**config.mk**
```make
export PLATFORM = sky130hd
export DESIGN_NAME = taxi_meter_gen
export DESIGN_NICKNAME = d
export VERILOG_FILES = /design/src/rtl/taxi_meter_gen_pkg.sv /design/src/rtl/taxi_meter_gen_bin2bcd_seq.sv /design/src/rtl/taxi_meter_gen.sv
export SDC_FILE = /design/constraint.sdc
export NUM_CORES = 1
export LEC_CHECK = 0
export ABC_AREA = 1
export BUFFER_PORTS_ARGS = -buffer_cell sky130_fd_sc_hd__buf_4
export CAP_MARGIN = 20
export CORE_AREA = 2 2 112 222
export DETAILED_ROUTE_END_ITERATION = 16
export DIE_AREA = 0 0 114 224
export PLACE_DENSITY = 0.62
export RECOVER_POWER = 100
export SLEW_MARGIN = 20
export SYNTH_ARGS = -nofsm -noshare
export SYNTH_HDL_FRONTEND = slang
export SYNTH_HIERARCHICAL = 1
export SYNTH_SLANG_ARGS = --single-unit
export TNS_END_PERCENT = 5
```
**constraint.sdc**
```tcl
create_clock -name clk -period 13 [get_ports clk]
set_input_delay 0.65 -clock clk [delete_from_list [all_inputs] [get_ports clk]]
set_output_delay 0.65 -clock clk [all_outputs]
set_load 0.02 [all_outputs]
```
**src/rtl/taxi_meter_gen_pkg.sv**
```systemverilog
// Shared definitions for the taxi fare meter: trip and converter state encodings,
// the active-low seven-segment code table and the saturation limit helper.
package taxi_meter_gen_pkg;

   // Trip state encoding doubles as the external state output value.
   typedef enum logic [1:0] {
      StIdle  = 2'd0,
      StRun   = 2'd1,
      StPause = 2'd2,
      StHold  = 2'd3
   } trip_state_e;

   // Binary-to-BCD converter sequencing.
   typedef enum logic [1:0] {
      CvIdle  = 2'd0,
      CvShift = 2'd1,
      CvLatch = 2'd2
   } conv_state_e;

   // Segment order gfedcba, active low.
   localparam logic [6:0] SegBlank = 7'b1111111;
   localparam logic [6:0] SegZero  = 7'b1000000;

   function automatic logic [6:0] seg_code(input logic [3:0] digit);
      logic [6:0] code;
      case (digit)
         4'd0:    code = 7'b1000000;
         4'd1:    code = 7'b1111001;
         4'd2:    code = 7'b0100100;
         4'd3:    code = 7'b0110000;
         4'd4:    code = 7'b0011001;
         4'd5:    code = 7'b0010010;
         4'd6:    code = 7'b0000010;
         4'd7:    code = 7'b1111000;
         4'd8:    code = 7'b0000000;
         4'd9:    code = 7'b0010000;
         default: code = SegBlank;
      endcase
      return code;
   endfunction

   // Largest fare the display can show: 10^digits - 1.
   function automatic int unsigned fare_max(input int unsigned digits);
      int unsigned v;
      v = 1;
      for (int unsigned i = 0; i < digits; i++) begin
         v = v * 10;
      end
      return v - 1;
   endfunction

endpackage

```
**src/rtl/taxi_meter_gen_bin2bcd_seq.sv**
```systemverilog
// Sequential double-dabble converter: one add-3/shift step per cycle, FARE_W steps,
// then the result is registered on bcd with a one-cycle done pulse.
module bin2bcd_seq
   import taxi_meter_gen_pkg::*;
#(
   parameter int unsigned FARE_W = 16,
   parameter int unsigned DIGITS = 4
) (
   input  logic                clk,
   input  logic                rst,
   input  logic                start,
   input  logic [FARE_W-1:0]   bin,
   output logic                busy,
   output logic                done,
   output logic [4*DIGITS-1:0] bcd
);

   localparam int unsigned BcdW = 4 * DIGITS;
   localparam int unsigned CntW = $clog2(FARE_W + 1);
   localparam logic [CntW-1:0] LastCnt = CntW'(FARE_W - 1);

   conv_state_e       cv_state_q, cv_state_d;
   logic [FARE_W-1:0] sh_q, sh_d;
   logic [BcdW-1:0]   work_q, work_d;
   logic [BcdW-1:0]   bcd_q, bcd_d;
   logic [BcdW-1:0]   adj;
   logic [CntW-1:0]   cnt_q, cnt_d;
   logic              done_q, done_d;
   // The top nibble never overflows because the input is below 10^DIGITS.
   logic              unused_msb;

   assign unused_msb = adj[BcdW-1];

   // State and datapath registers; reset aborts any conversion in flight.
   always_ff @(posedge clk) begin
      if (!rst) begin
         cv_state_q <= CvIdle;
         sh_q       <= '0;
         work_q     <= '0;
         bcd_q      <= '0;
         cnt_q      <= '0;
         done_q     <= 1'b0;
      end else begin
         cv_state_q <= cv_state_d;
         sh_q       <= sh_d;
         work_q     <= work_d;
         bcd_q      <= bcd_d;
         cnt_q      <= cnt_d;
         done_q     <= done_d;
      end
   end

   // Sequencing: idle -> FARE_W shift steps -> latch result.
   always_comb begin
      cv_state_d = cv_state_q;
      unique case (cv_state_q)
         CvIdle:  if (start) cv_state_d = CvShift;
         CvShift: if (cnt_q == LastCnt) cv_state_d = CvLatch;
         CvLatch: cv_state_d = CvIdle;
         default: cv_state_d = CvIdle;
      endcase
   end

   // Add-3 correction on every nibble >= 5, then shift in the next binary MSB.
   always_comb begin
      sh_d   = sh_q;
      work_d = work_q;
      bcd_d  = bcd_q;
      cnt_d  = cnt_q;
      done_d = 1'b0;
      adj    = work_q;
      for (int i = 0; i < DIGITS; i++) begin
         if (work_q[4*i +: 4] >= 4'd5) begin
            adj[4*i +: 4] = work_q[4*i +: 4] + 4'd3;
         end
      end
      case (cv_state_q)
         CvIdle: begin
            if (start) begin
               sh_d   = bin;
               work_d = '0;
               cnt_d  = '0;
            end
         end
         CvShift: begin
            work_d = {adj[BcdW-2:0], sh_q[FARE_W-1]};
            sh_d   = {sh_q[FARE_W-2:0], 1'b0};
            cnt_d  = cnt_q + CntW'(1);
         end
         CvLatch: begin
            bcd_d  = work_q;
            done_d = 1'b1;
         end
         default: ;
      endcase
   end

   // Status outputs.
   always_comb begin
      busy = (cv_state_q != CvIdle);
      done = done_q;
      bcd  = bcd_q;
   end

endmodule

```
**src/rtl/taxi_meter_gen.sv**
```systemverilog
// Taxi fare meter: trip FSM, distance and waiting-time charging with saturation,
// and a blanked active-low seven-segment display fed by a sequential BCD converter.
module taxi_meter_gen
   import taxi_meter_gen_pkg::*;
#(
   parameter int unsigned DIGITS     = 4,
   parameter int unsigned FARE_W     = 16,
   parameter int unsigned PRICE_W    = 4,
   parameter int unsigned DIST_W     = 16,
   parameter int unsigned WAIT_TICKS = 60
) (
   input  logic                clk,
   input  logic                rst,
   input  logic                set,
   input  logic [PRICE_W-1:0]  init_cost,
   input  logic [PRICE_W-1:0]  per_cost,
   input  logic [DIST_W-1:0]   add_mile,
   input  logic                night,
   input  logic                start,
   input  logic                pause,
   input  logic                stop,
   input  logic                dist_pulse,
   input  logic                wait_tick,
   output logic [FARE_W-1:0]   fare,
   output logic [DIST_W-1:0]   distance,
   output logic [1:0]          state,
   output logic [7*DIGITS-1:0] seg
);

   localparam int unsigned FareW1 = FARE_W + 1;
   localparam int unsigned FareMax = fare_max(DIGITS);
   localparam logic [FARE_W:0] FareMaxW = FareW1'(FareMax);
   localparam int unsigned WaitW = $clog2(WAIT_TICKS + 1);
   localparam logic [WaitW-1:0] WaitTop = WaitW'(WAIT_TICKS - 1);

   trip_state_e          state_q, state_d;
   logic [FARE_W-1:0]    fare_q, fare_d;
   logic [DIST_W-1:0]    dist_q, dist_d;
   logic [WaitW-1:0]     wcnt_q, wcnt_d;
   logic [PRICE_W-1:0]   init_q, init_d;
   logic [PRICE_W-1:0]   per_q, per_d;
   logic [DIST_W-1:0]    add_mile_q, add_mile_d;
   logic                 night_q, night_d;
   logic                 pending_q, pending_d;
   logic [7*DIGITS-1:0]  seg_q, seg_d;

   logic                 trip_go;
   logic                 cfg_we;
   logic [DIST_W-1:0]    dist_inc;
   logic [PRICE_W:0]     rate;
   logic                 fare_chg;
   logic                 conv_start;
   logic                 conv_busy;
   logic                 conv_done;
   logic [4*DIGITS-1:0]  conv_bcd;
   logic                 seen;
   logic [3:0]           nib;

   // Widened add that clamps at the largest displayable fare.
   function automatic logic [FARE_W-1:0] fare_add(input logic [FARE_W-1:0] base,
                                                  input logic [FARE_W:0]   incr);
      logic [FARE_W:0] sum;
      sum = {1'b0, base} + incr;
      if (sum > FareMaxW) begin
         sum = FareMaxW;
      end
      return sum[FARE_W-1:0];
   endfunction

   // Trip state register.
   always_ff @(posedge clk) begin
      if (!rst) begin
         state_q <= StIdle;
      end else begin
         state_q <= state_d;
      end
   end

   // Trip next state; stop wins over a pause-level transition.
   always_comb begin
      state_d = state_q;
      unique case (state_q)
         StIdle, StHold: begin
            if (start) state_d = StRun;
         end
         StRun: begin
            if (stop)       state_d = StHold;
            else if (pause) state_d = StPause;
         end
         StPause: begin
            if (stop)        state_d = StHold;
            else if (!pause) state_d = StRun;
         end
         default: state_d = StIdle;
      endcase
   end

   // Trip outputs.
   always_comb begin
      state    = state_q;
      fare     = fare_q;
      distance = dist_q;
      seg      = seg_q;
   end

   // Datapath registers: fare, distance, wait count, config, display control.
   always_ff @(posedge clk) begin
      if (!rst) begin
         fare_q      <= '0;
         dist_q      <= '0;
         wcnt_q      <= '0;
         init_q      <= '0;
         per_q       <= '0;
         add_mile_q  <= '0;
         night_q     <= 1'b0;
         pending_q   <= 1'b0;
         seg_q       <= {DIGITS{SegBlank}};
         seg_q[6:0]  <= SegZero;
      end else begin
         fare_q      <= fare_d;
         dist_q      <= dist_d;
         wcnt_q      <= wcnt_d;
         init_q      <= init_d;
         per_q       <= per_d;
         add_mile_q  <= add_mile_d;
         night_q     <= night_d;
         pending_q   <= pending_d;
         seg_q       <= seg_d;
      end
   end

   // Fare, distance and waiting-time charging.
   always_comb begin
      fare_d     = fare_q;
      dist_d     = dist_q;
      wcnt_d     = wcnt_q;
      night_d    = night_q;
      init_d     = init_q;
      per_d      = per_q;
      add_mile_d = add_mile_q;

      trip_go  = start && (state_q == StIdle || state_q == StHold);
      cfg_we   = set && (state_q == StIdle || state_q == StHold);
      dist_inc = (dist_q == '1) ? dist_q : dist_q + DIST_W'(1);
      rate     = night_q ? {per_q, 1'b0} : {1'b0, per_q};

      if (cfg_we) begin
         init_d     = init_cost;
         per_d      = per_cost;
         add_mile_d = add_mile;
      end

      if (trip_go) begin
         fare_d  = fare_add('0, FareW1'(init_q));
         dist_d  = '0;
         wcnt_d  = '0;
         night_d = night;
      end else if (state_q == StRun || state_q == StPause) begin
         if (dist_pulse) begin
            dist_d = dist_inc;
            if (state_q == StRun && dist_inc > add_mile_q) begin
               fare_d = fare_add(fare_q, FareW1'(rate));
            end
         end
         if (state_q == StPause && wait_tick) begin
            if (wcnt_q == WaitTop) begin
               wcnt_d = '0;
               fare_d = fare_add(fare_q, FareW1'(1));
            end else begin
               wcnt_d = wcnt_q + WaitW'(1);
            end
         end
      end
   end

   // Start a conversion on a fare change, or remember it while the converter is busy.
   always_comb begin
      fare_chg   = (fare_d != fare_q);
      conv_start = (fare_chg || pending_q) && !conv_busy;
      pending_d  = pending_q;
      if (conv_start) begin
         pending_d = 1'b0;
      end else if (fare_chg) begin
         pending_d = 1'b1;
      end
   end

   // Segment decode with leading-zero blanking; digit 0 is always shown.
   always_comb begin
      seg_d = seg_q;
      seen  = 1'b0;
      nib   = 4'd0;
      if (conv_done) begin
         for (int i = DIGITS - 1; i >= 0; i--) begin
            nib = conv_bcd[4*i +: 4];
            if (nib != 4'd0) seen = 1'b1;
            if (seen || i == 0) begin
               seg_d[7*i +: 7] = seg_code(nib);
            end else begin
               seg_d[7*i +: 7] = SegBlank;
            end
         end
      end
   end

   bin2bcd_seq #(
      .FARE_W (FARE_W),
      .DIGITS (DIGITS)
   ) u_bin2bcd (
      .clk   (clk),
      .rst   (rst),
      .start (conv_start),
      .bin   (fare_d),
      .busy  (conv_busy),
      .done  (conv_done),
      .bcd   (conv_bcd)
   );

endmodule

```
==> run summary, run 1 <==
RUN STATUS
--------------------------------------------------------------------------------------------------------
Run status ................................................................................ finished with violations
Failing checks ............................................................................ max-capacitance violations, max-slew violations

GLOBAL ROUTE
--------------------------------------------------------------------------------------------------------
Pin count of the biggest net entering global routing ......................................           76
Total Routing Usage GR ....................................................................       22.48%
First-pass GRT wire length ................................................................    45,220 µm
Fraction of met2 tracks used by global routing ............................................       44.78%
Met1 Use GR ...............................................................................       20.29%
Met3 Use GR ...............................................................................       3.761%
Busiest metal layer after global routing ..................................................         met2
Number of global-route vias before repair .................................................        9,324
Remaining global-route overflow ...........................................................            0
Initial antenna violation count ...........................................................            0

DIE
--------------------------------------------------------------------------------------------------------
Initial core utilization ..................................................................       39.42%
Core area .................................................................................   23,820 µm²
Die width .................................................................................       114 µm
I/O pin total .............................................................................           95
Std-Cell Rows .............................................................................           80
Die ar. ...................................................................................   25,540 µm²
Height of the chip ........................................................................       224 µm

ROUTE
--------------------------------------------------------------------------------------------------------
Total detailed-routing wirelength .........................................................    28,550 µm
DRC violations left .......................................................................            0
Wire per inst .............................................................................     15.69 µm
Starting DRT DRC Count ....................................................................          429
Via count .................................................................................        9,521
Ratio of routed vias to standard cells ....................................................        5.234
Antenna violation net count after detailed routing ........................................            0
Number of search-and-repair iterations in the first detailed-routing pass .................            5

SETUP PATH
--------------------------------------------------------------------------------------------------------
R2r worst-path depth ......................................................................           34
Crit. Startpoint ..........................................................................  distance[0]
Critical Path End Type ....................................................................         flop
Reg-to-reg critical path endpoint ......................................................... u_bin2bcd/sh_q[15]
Crit Path Class ........................................................................... flop to flop
Cell seen most often among critical-path stages ........................................... sky130_fd_sc_hd__nand2_1
Kind of start point of the critical path ..................................................         flop
Critical-path maximum fanout ..............................................................           28
Launching point of the worst reg2reg path .................................................  distance[0]
Slowest CP cell ........................................................................... sky130_fd_sc_hd__clkinvlp_2
CP peak stage delay .......................................................................      0.89 ns
Reg-to-reg setup timing slack .............................................................      6.31 ns
WP data required ..........................................................................     13.35 ns
Arrival time reported for the critical path endpoint ......................................      7.04 ns

LOGIC SYNTHESIS
--------------------------------------------------------------------------------------------------------
Unique cell type count in the Yosys netlist ...............................................           45
XOR/XNOR share of the synthesized area ....................................................       1.772%
Post-synth EDFFs ..........................................................................            0
Gate Count Post-Synth .....................................................................        1,448
Multiplexer area fraction after synthesis .................................................           0%
Share of synthesized registers carrying an async set or reset .............................           0%
Dominant combinational cell family by area after synthesis ................................ simple AND/OR/NAND/NOR gates
Post-Synth Adder-Cell Area ................................................................       7.808%
Seq cells post-synth ......................................................................          150
Dominant cells by area after synthesis .................................................... sky130_fd_sc_hd__dfxtp_1, sky130_fd_sc_hd__nand2_1, sky130_fd_sc_hd__inv_1
Area share of and/or/nand/nor cells after synthesis .......................................       31.50%
Leading register cell type out of synthesis ............................................... sky130_fd_sc_hd__dfxtp_1
Total number of yosys warnings ............................................................           13
Cell taking the most area after synthesis ................................................. sky130_fd_sc_hd__dfxtp_1
Top post-synthesis cells by count ......................................................... sky130_fd_sc_hd__nand2_1, sky130_fd_sc_hd__inv_1, sky130_fd_sc_hd__dfxtp_1
Cell area after synthesis .................................................................     9390 µm²
Area share of the leading cell type in the synthesized netlist ............................       31.98%
Post-Synthesis Net Count ..................................................................        1,539
Compound-gate portion of the synthesized area .............................................       15.79%
Most used standard cell by instance count after synthesis ................................. sky130_fd_sc_hd__nand2_1
Post-Synthesis Mean Instance Area .........................................................    6.485 µm²
Proportion of synthesized chip area in sequential cells ...................................       31.98%

CTS
--------------------------------------------------------------------------------------------------------
Post-CTS repair timing setup buffer count .................................................            0
TritonCTS clock tree ......................................................................          yes
Number of buffers inserted during clock tree synthesis ....................................           17
Number of levels the H-tree was split into ................................................            4
Maximum number of buffers from clock root to sink .........................................            2
Clock root buffer ......................................................................... sky130_fd_sc_hd__clkbuf_16
TritonCTS Sinks ...........................................................................          150
Number of hold buffers added after cts ....................................................            0
Post-cts resize count .....................................................................            0
Insertion delay of the later-clocked pin in the worst-skew pair ...........................      0.45 ns
Post-CTS clock slew at the launch and capture registers of the worst setup and hold paths .      0.06 ns

TIMING
--------------------------------------------------------------------------------------------------------
Total negative slack for setup checks .....................................................         0 ns
Worst clock skew ..........................................................................   0.01265 ns
Worst hold slack after final layout .......................................................    0.4609 ns
Tightest slew margin relative to the limit ................................................      -113.3%
Least-Margin Pin Slew .....................................................................     3.200 ns
Final period demand of the worst path .....................................................     6.687 ns
Final worst-path cycle share ..............................................................       51.44%
Final slew viol count .....................................................................           76
Setup repair after global routing missed its margin .......................................           no
Final-report hold violation count .........................................................            0
Count of final setup violators ............................................................            0
Max frequency .............................................................................    149.6 MHz
Fin worst setup slack .....................................................................     6.313 ns

PLACE
--------------------------------------------------------------------------------------------------------
Last weighted congestion value of the routability-driven placer ...........................       0.9463
Total half-perimeter wirelength after legalization and detailed placement .................    22,040 µm
Post-placement worst setup slack ..........................................................     7.293 ns
Total placed cells including tap cells ....................................................        1,787
Port Buf Inserts ..........................................................................           94

HOLD PATH
--------------------------------------------------------------------------------------------------------
Startpoint of the lowest-slack hold path .................................................. init_cost[1]
Hold path cells ...........................................................................            3
End point of the worst hold path ..........................................................    init_q[1]
Class of the worst hold path .............................................................. input port to flop

POWER
--------------------------------------------------------------------------------------------------------
Worst-case vdd ir drop ....................................................................   0.07603 mV
Pleak .....................................................................................     4.767 nW
Power density over the cells .............................................................. 123.8 nW/µm²

LAYOUT
--------------------------------------------------------------------------------------------------------
Ratio of cells with drive above 1 in the final layout .....................................       7.441%
Non-filler instance count after layout ....................................................        1,819
Count of filler cells inserted in the layout ..............................................        2,688
Area delta synth->final ...................................................................       12.82%
Net total in the final layout .............................................................        1,610
Count of antenna diodes in the layout .....................................................            0

RUN
--------------------------------------------------------------------------------------------------------
Max-capacitance violation count ...........................................................            1

-- per-stage QoR --
| step | total power, mW | utilization (%) | area, µm² |
|---|---|---|---|
| 3_3_place_gp | 0.8191 | 43.04 | 10250 |
| 6_report | 1.311 | 44.47 | 10590 |
| 5_1_grt | 1.381 | 44.47 | 10590 |
| 3_5_place_dp | 0.8223 | 43.04 | 10250 |
| 2_1_floorplan | 0.7434 | - | 9390 |
| 4_1_cts | 1.334 | 45.54 | 10850 |
-- per-layer routing --
layer	share of wire (%)	routed length, µm
met4	5.5	1572
met2	57	16150
met1	35	9957
met5	0	0
met3	3.0	867
-- power breakdown --
group          switching, mW  leakage (nW)  internal (mW)
combinational          0.204          3.26         0.0834
clock                  0.216         0.288          0.295
sequential            0.0255          1.22          0.487
-- cell usage in the layout (no fill, tap or decap), types with 2 or more instances in the layout --
master	n
sky130_fd_sc_hd__xor2_1	15
sky130_fd_sc_hd__o21ai_0	107
sky130_fd_sc_hd__a31oi_1	8
sky130_fd_sc_hd__clkinv_1	4
sky130_fd_sc_hd__nor4_1	3
sky130_fd_sc_hd__a21oi_1	116
sky130_fd_sc_hd__nor2_1	149
sky130_fd_sc_hd__clkbuf_1	65
sky130_fd_sc_hd__or2_2	4
sky130_fd_sc_hd__nand3_2	9
sky130_fd_sc_hd__nor2_2	12
sky130_fd_sc_hd__buf_4	34
sky130_fd_sc_hd__inv_1	202
sky130_fd_sc_hd__o211ai_1	14
sky130_fd_sc_hd__nand2_2	10
sky130_fd_sc_hd__nand3_1	110
sky130_fd_sc_hd__nor3_1	19
sky130_fd_sc_hd__nand3b_1	3
sky130_fd_sc_hd__inv_2	6
sky130_fd_sc_hd__xnor2_1	4
sky130_fd_sc_hd__dfxtp_1	150
sky130_fd_sc_hd__inv_6	4
sky130_fd_sc_hd__nand4_1	19
sky130_fd_sc_hd__bufinv_16	2
sky130_fd_sc_hd__a211oi_1	2
sky130_fd_sc_hd__clkbuf_8	2
sky130_fd_sc_hd__clkinvlp_4	3
sky130_fd_sc_hd__o21ai_1	5
sky130_fd_sc_hd__nor2_4	2
sky130_fd_sc_hd__o22ai_1	20
sky130_fd_sc_hd__clkinv_2	4
sky130_fd_sc_hd__clkbuf_16	17
sky130_fd_sc_hd__ha_1	57
sky130_fd_sc_hd__nand2_1	338
-- cells by family after synthesis --
group | after synthesis
AND/OR/NAND/NOR | 682
XOR/XNOR | 19
adder cells (fa/ha/maj) | 58
AO/OA/AOI/OAI | 278
buffers and inverters | 261
flip-flops | 150
-- registers in the layout, indices dropped and copies added, names as in the netlist --
| register | cells |
|---|---|
| u_bin2bcd/cnt_q | 5 |
| u_bin2bcd/sh_q | 16 |
| seg | 28 |
| init_q | 4 |
| u_bin2bcd/done | 1 |
| pending_q | 1 |
| u_bin2bcd/cv_state_q | 2 |
| wcnt_q | 6 |
| add_mile_q | 16 |
| per_q | 4 |
| distance | 16 |
| u_bin2bcd/work_q | 16 |
| u_bin2bcd/bcd | 16 |
| state | 2 |
| fare | 16 |
| night_q | 1 |
-- final cells by class --
| cell class | count | area (µm²) | share of cell area, % |
|---|---|---|---|
| multi-input cells | 1037 | 5330 | 50.31 |
| flip-flops and latches | 150 | 3003 | 28.35 |
| inverters | 214 | 805.8 | 7.606 |
| repair buffers | 99 | 499.2 | 4.712 |
| clock buffers | 19 | 452.9 | 4.275 |
| well taps | 287 | 359.1 | 3.390 |
| clock inverters | 13 | 143.9 | 1.358 |
-- critical path, delay by kind of cell, from the launching register on --
family	cells	cell delay, ns
buffers and inverters	6	1.52
adder cells (fa/ha/maj)	1	0.31
AO/OA/AOI/OAI	1	0.22
flip-flops	1	0.35
AND/OR/NAND/NOR	26	4.16
-- worst max-delay path by stage --
stage                                 endpoint  slack, ns  depth (start not counted)
final                       u_bin2bcd/sh_q[15]       6.31                         34
after global routing         u_bin2bcd/sh_q[1]       5.54                         34
after CTS                    u_bin2bcd/sh_q[8]       7.27                         33
after detailed placement     u_bin2bcd/sh_q[1]       7.29                         35
after global placement       u_bin2bcd/sh_q[1]       7.34                         35
after floorplan           u_bin2bcd/work_q[10]       8.70                         33
Note: power is estimated with default switching activity, not from simulation.
==> run 2, diff against run 1 <==
Clock period 13 ns to 6.5 ns, I/O delays scaled along.
==> run summary, run 2 (same netlist as run 1, synthesis figures left out) <==
GLOBAL ROUTE
--------------------------------------------------------------------------------------------------------
Pin count of the biggest net entering global routing ......................................           76   unchanged
Remaining global-route overflow ...........................................................            0   unchanged
First-pass GRT wire length ................................................................    45,480 µm   +0.59%
Total Routing Usage GR ....................................................................       22.68%   +0.20 points
Number of global-route vias before repair .................................................        9,483   +1.7%
Initial antenna violation count ...........................................................            0   unchanged

POWER
--------------------------------------------------------------------------------------------------------
Power density over the cells .............................................................. 247.3 nW/µm²   +100%
Sequential share of power .................................................................        39.1%   about the same
Total Power ...............................................................................     2.625 mW   +100%
Switching power as a share of total power .................................................       33.87%   -0.15 points
Clock Power Share .........................................................................        38.6%   -0.4 points
Worst-case vdd ir drop ....................................................................    0.1458 mV   +92%
P_int .....................................................................................     1.736 mW   +100%
Relative contribution of combinational cells to total power ...............................        22.4%   +0.4 points
Pleak .....................................................................................     4.777 nW   +0.20%
Switching power total .....................................................................    0.8890 mW   +99%

ROUTE
--------------------------------------------------------------------------------------------------------
Via count .................................................................................        9,456   -0.68%
Wire per inst .............................................................................     15.61 µm   -0.57%
Antenna violation net count after detailed routing ........................................            0   unchanged
Starting DRT DRC Count ....................................................................          499   +16%
Total detailed-routing wirelength .........................................................    28,420 µm   -0.46%
Number of search-and-repair iterations in the first detailed-routing pass .................            5   unchanged
Ratio of routed vias to standard cells ....................................................        5.193   -0.79%
DRC violations left .......................................................................            0   unchanged

TIMING
--------------------------------------------------------------------------------------------------------
Count of final setup violators ............................................................            0   unchanged
Final worst-path cycle share ..............................................................       84.44%   +33 points
Final period demand of the worst path .....................................................     5.489 ns   -1.198 ns
Final slew viol count .....................................................................           76   unchanged
Final-report hold violation count .........................................................            0   unchanged
Worst clock skew ..........................................................................  0.009527 ns   -0.003123 ns
Tightest slew margin relative to the limit ................................................      -111.4%   +2.0 points
Max frequency .............................................................................    182.2 MHz   +22%
Setup repair after global routing missed its margin .......................................           no
Total negative slack for setup checks .....................................................         0 ns   unchanged
Least-Margin Pin Slew .....................................................................     3.170 ns   -0.02989 ns

SETUP PATH
--------------------------------------------------------------------------------------------------------
Top delay family on crit path ............................................................. simple AND/OR/NAND/NOR gates
WP data required ..........................................................................      6.88 ns   -6.47 ns
Cell seen most often among critical-path stages ........................................... sky130_fd_sc_hd__nand2_1
Reg-to-reg setup timing slack .............................................................      1.01 ns   -5.30 ns
Arrival time reported for the critical path endpoint ......................................      5.87 ns   -1.17 ns
Total buffers and inverters traversed by the critical path ................................            7   +1
Slowest CP cell ........................................................................... sky130_fd_sc_hd__dfxtp_1
CP peak stage delay .......................................................................      0.35 ns   -0.54 ns
Kind of start point of the critical path ..................................................         flop
R2r worst-path depth ......................................................................           34   unchanged
Critical Path End Type ....................................................................         flop
Reg-to-reg critical path endpoint ......................................................... u_bin2bcd/sh_q[1]
Launching point of the worst reg2reg path .................................................  distance[0]
Critical-path maximum fanout ..............................................................           28   unchanged
Crit Path Class ........................................................................... flop to flop

CTS
--------------------------------------------------------------------------------------------------------
Clock root buffer ......................................................................... sky130_fd_sc_hd__clkbuf_16
Maximum number of buffers from clock root to sink .........................................            2   unchanged
Insertion delay of the later-clocked pin in the worst-skew pair ...........................      0.45 ns   about the same
Number of levels the H-tree was split into ................................................            4   unchanged
Post-cts resize count .....................................................................            0   unchanged
TritonCTS Sinks ...........................................................................          150   unchanged
Number of hold buffers added after cts ....................................................            0   unchanged
Number of buffers inserted during clock tree synthesis ....................................           17   unchanged
Post-CTS clock slew at the launch and capture registers of the worst setup and hold paths .      0.06 ns   about the same
Post-CTS repair timing setup buffer count .................................................            0   unchanged
TritonCTS clock tree ......................................................................          yes

LAYOUT
--------------------------------------------------------------------------------------------------------
Count of antenna diodes in the layout .....................................................            0   unchanged
Ratio of cells with drive above 1 in the final layout .....................................       7.432%   -0.0097 points
Net total in the final layout .............................................................        1,612   +0.12%
Area delta synth->final ...................................................................       13.02%
Commonest non-fill, non-tap cell in the layout ............................................ sky130_fd_sc_hd__nand2_1
Number of flip-flops in the largest register ..............................................           28   unchanged
Count of filler cells inserted in the layout ..............................................        2,589   -3.7%
Leading cell types in the layout, fill and taps excluded .................................. sky130_fd_sc_hd__nand2_1, sky130_fd_sc_hd__inv_1, sky130_fd_sc_hd__dfxtp_1, sky130_fd_sc_hd__nor2_1, sky130_fd_sc_hd__a21oi_1

RUN STATUS
--------------------------------------------------------------------------------------------------------
Run status ................................................................................ finished with violations
Failing checks ............................................................................ max-capacitance violations, max-slew violations

HOLD PATH
--------------------------------------------------------------------------------------------------------
Startpoint of the lowest-slack hold path .................................................. init_cost[1]
End point of the worst hold path ..........................................................    init_q[1]
Class of the worst hold path .............................................................. input port to flop
Hold path cells ...........................................................................            3   unchanged

DIE
--------------------------------------------------------------------------------------------------------
Std-Cell Rows .............................................................................           80   unchanged
I/O pin total .............................................................................           95   unchanged
Core area .................................................................................   23,820 µm²   unchanged
Die width .................................................................................       114 µm   unchanged
Height of the chip ........................................................................       224 µm   unchanged
Initial core utilization ..................................................................       39.42%   unchanged
Die ar. ...................................................................................   25,540 µm²   unchanged

PLACE
--------------------------------------------------------------------------------------------------------
Total half-perimeter wirelength after legalization and detailed placement .................    22,170 µm   +0.60%
Last weighted congestion value of the routability-driven placer ...........................       0.9451   -0.13%
Port Buf Inserts ..........................................................................           94   unchanged

RUN
--------------------------------------------------------------------------------------------------------
Max-capacitance violation count ...........................................................            1   unchanged

## run 2: power groups by stage
stage	sequential, mW	clock, mW	combinational (mW)
after floorplan	1.04	0	0.446
after global placement	1.04	0	0.600
after detailed placement	1.05	0	0.603
after CTS	1.03	1.03	0.608
after global routing	1.03	1.07	0.666
final	1.03	1.01	0.587
## run 2: metal layers
metal,global-route usage (%),part of all wire [%],vias to the layer above
met1,20.33,34,4303
met3,3.680,3.4,101
met4,14.56,6.0,0
met2,44.97,57,221
li1,-,-,4831
met5,0,0,-
## run 2: layout make-up
class	instances	area, µm²	area share, %
timing repair buffer	101	506.7	4.775
clock buffer	20	456.7	4.303
clock inverter	12	142.6	1.344
inverter	214	807.0	7.604
tap	287	359.1	3.384
multi-input combinational	1037	5338	50.29
sequential	150	3003	28.30
## run 2: tightest hold or removal path, delay by kind of cell
family | cells | cell delay [ns]
AND/OR/NAND/NOR | 1 | 0.08
buffers and inverters | 1 | 0.08
AO/OA/AOI/OAI | 1 | 0.07
## run 2: worst max-delay path by stage
| stage | startpoint | to | slack (ns) | cells after the start |
|---|---|---|---|---|
| after floorplan | distance[0] | u_bin2bcd/work_q[10] | 2.20 | 33 |
| after global placement | distance[0] | u_bin2bcd/sh_q[1] | 1.16 | 33 |
| after detailed placement | distance[0] | u_bin2bcd/sh_q[13] | 1.12 | 31 |
| after CTS | distance[0] | u_bin2bcd/sh_q[2] | 1.11 | 33 |
| after global routing | distance[0] | u_bin2bcd/work_q[15] | 0.31 | 32 |
| final | distance[0] | u_bin2bcd/sh_q[1] | 1.01 | 34 |
## run 2: stage by stage
stage,setup slack (ns),hold slack (ns),instances,util (%),area (µm²)
2_1_floorplan,2.197,0.4353,1448,-,9390
4_1_cts,1.110,0.1295,1821,45.61,10870
3_3_place_gp,1.159,0.4504,1789,43.10,10270
3_5_place_dp,1.124,0.4550,1789,43.10,10270
5_1_grt,0.3145,0.1370,1821,44.55,10610
6_report,1.011,0.1393,1821,44.55,10610
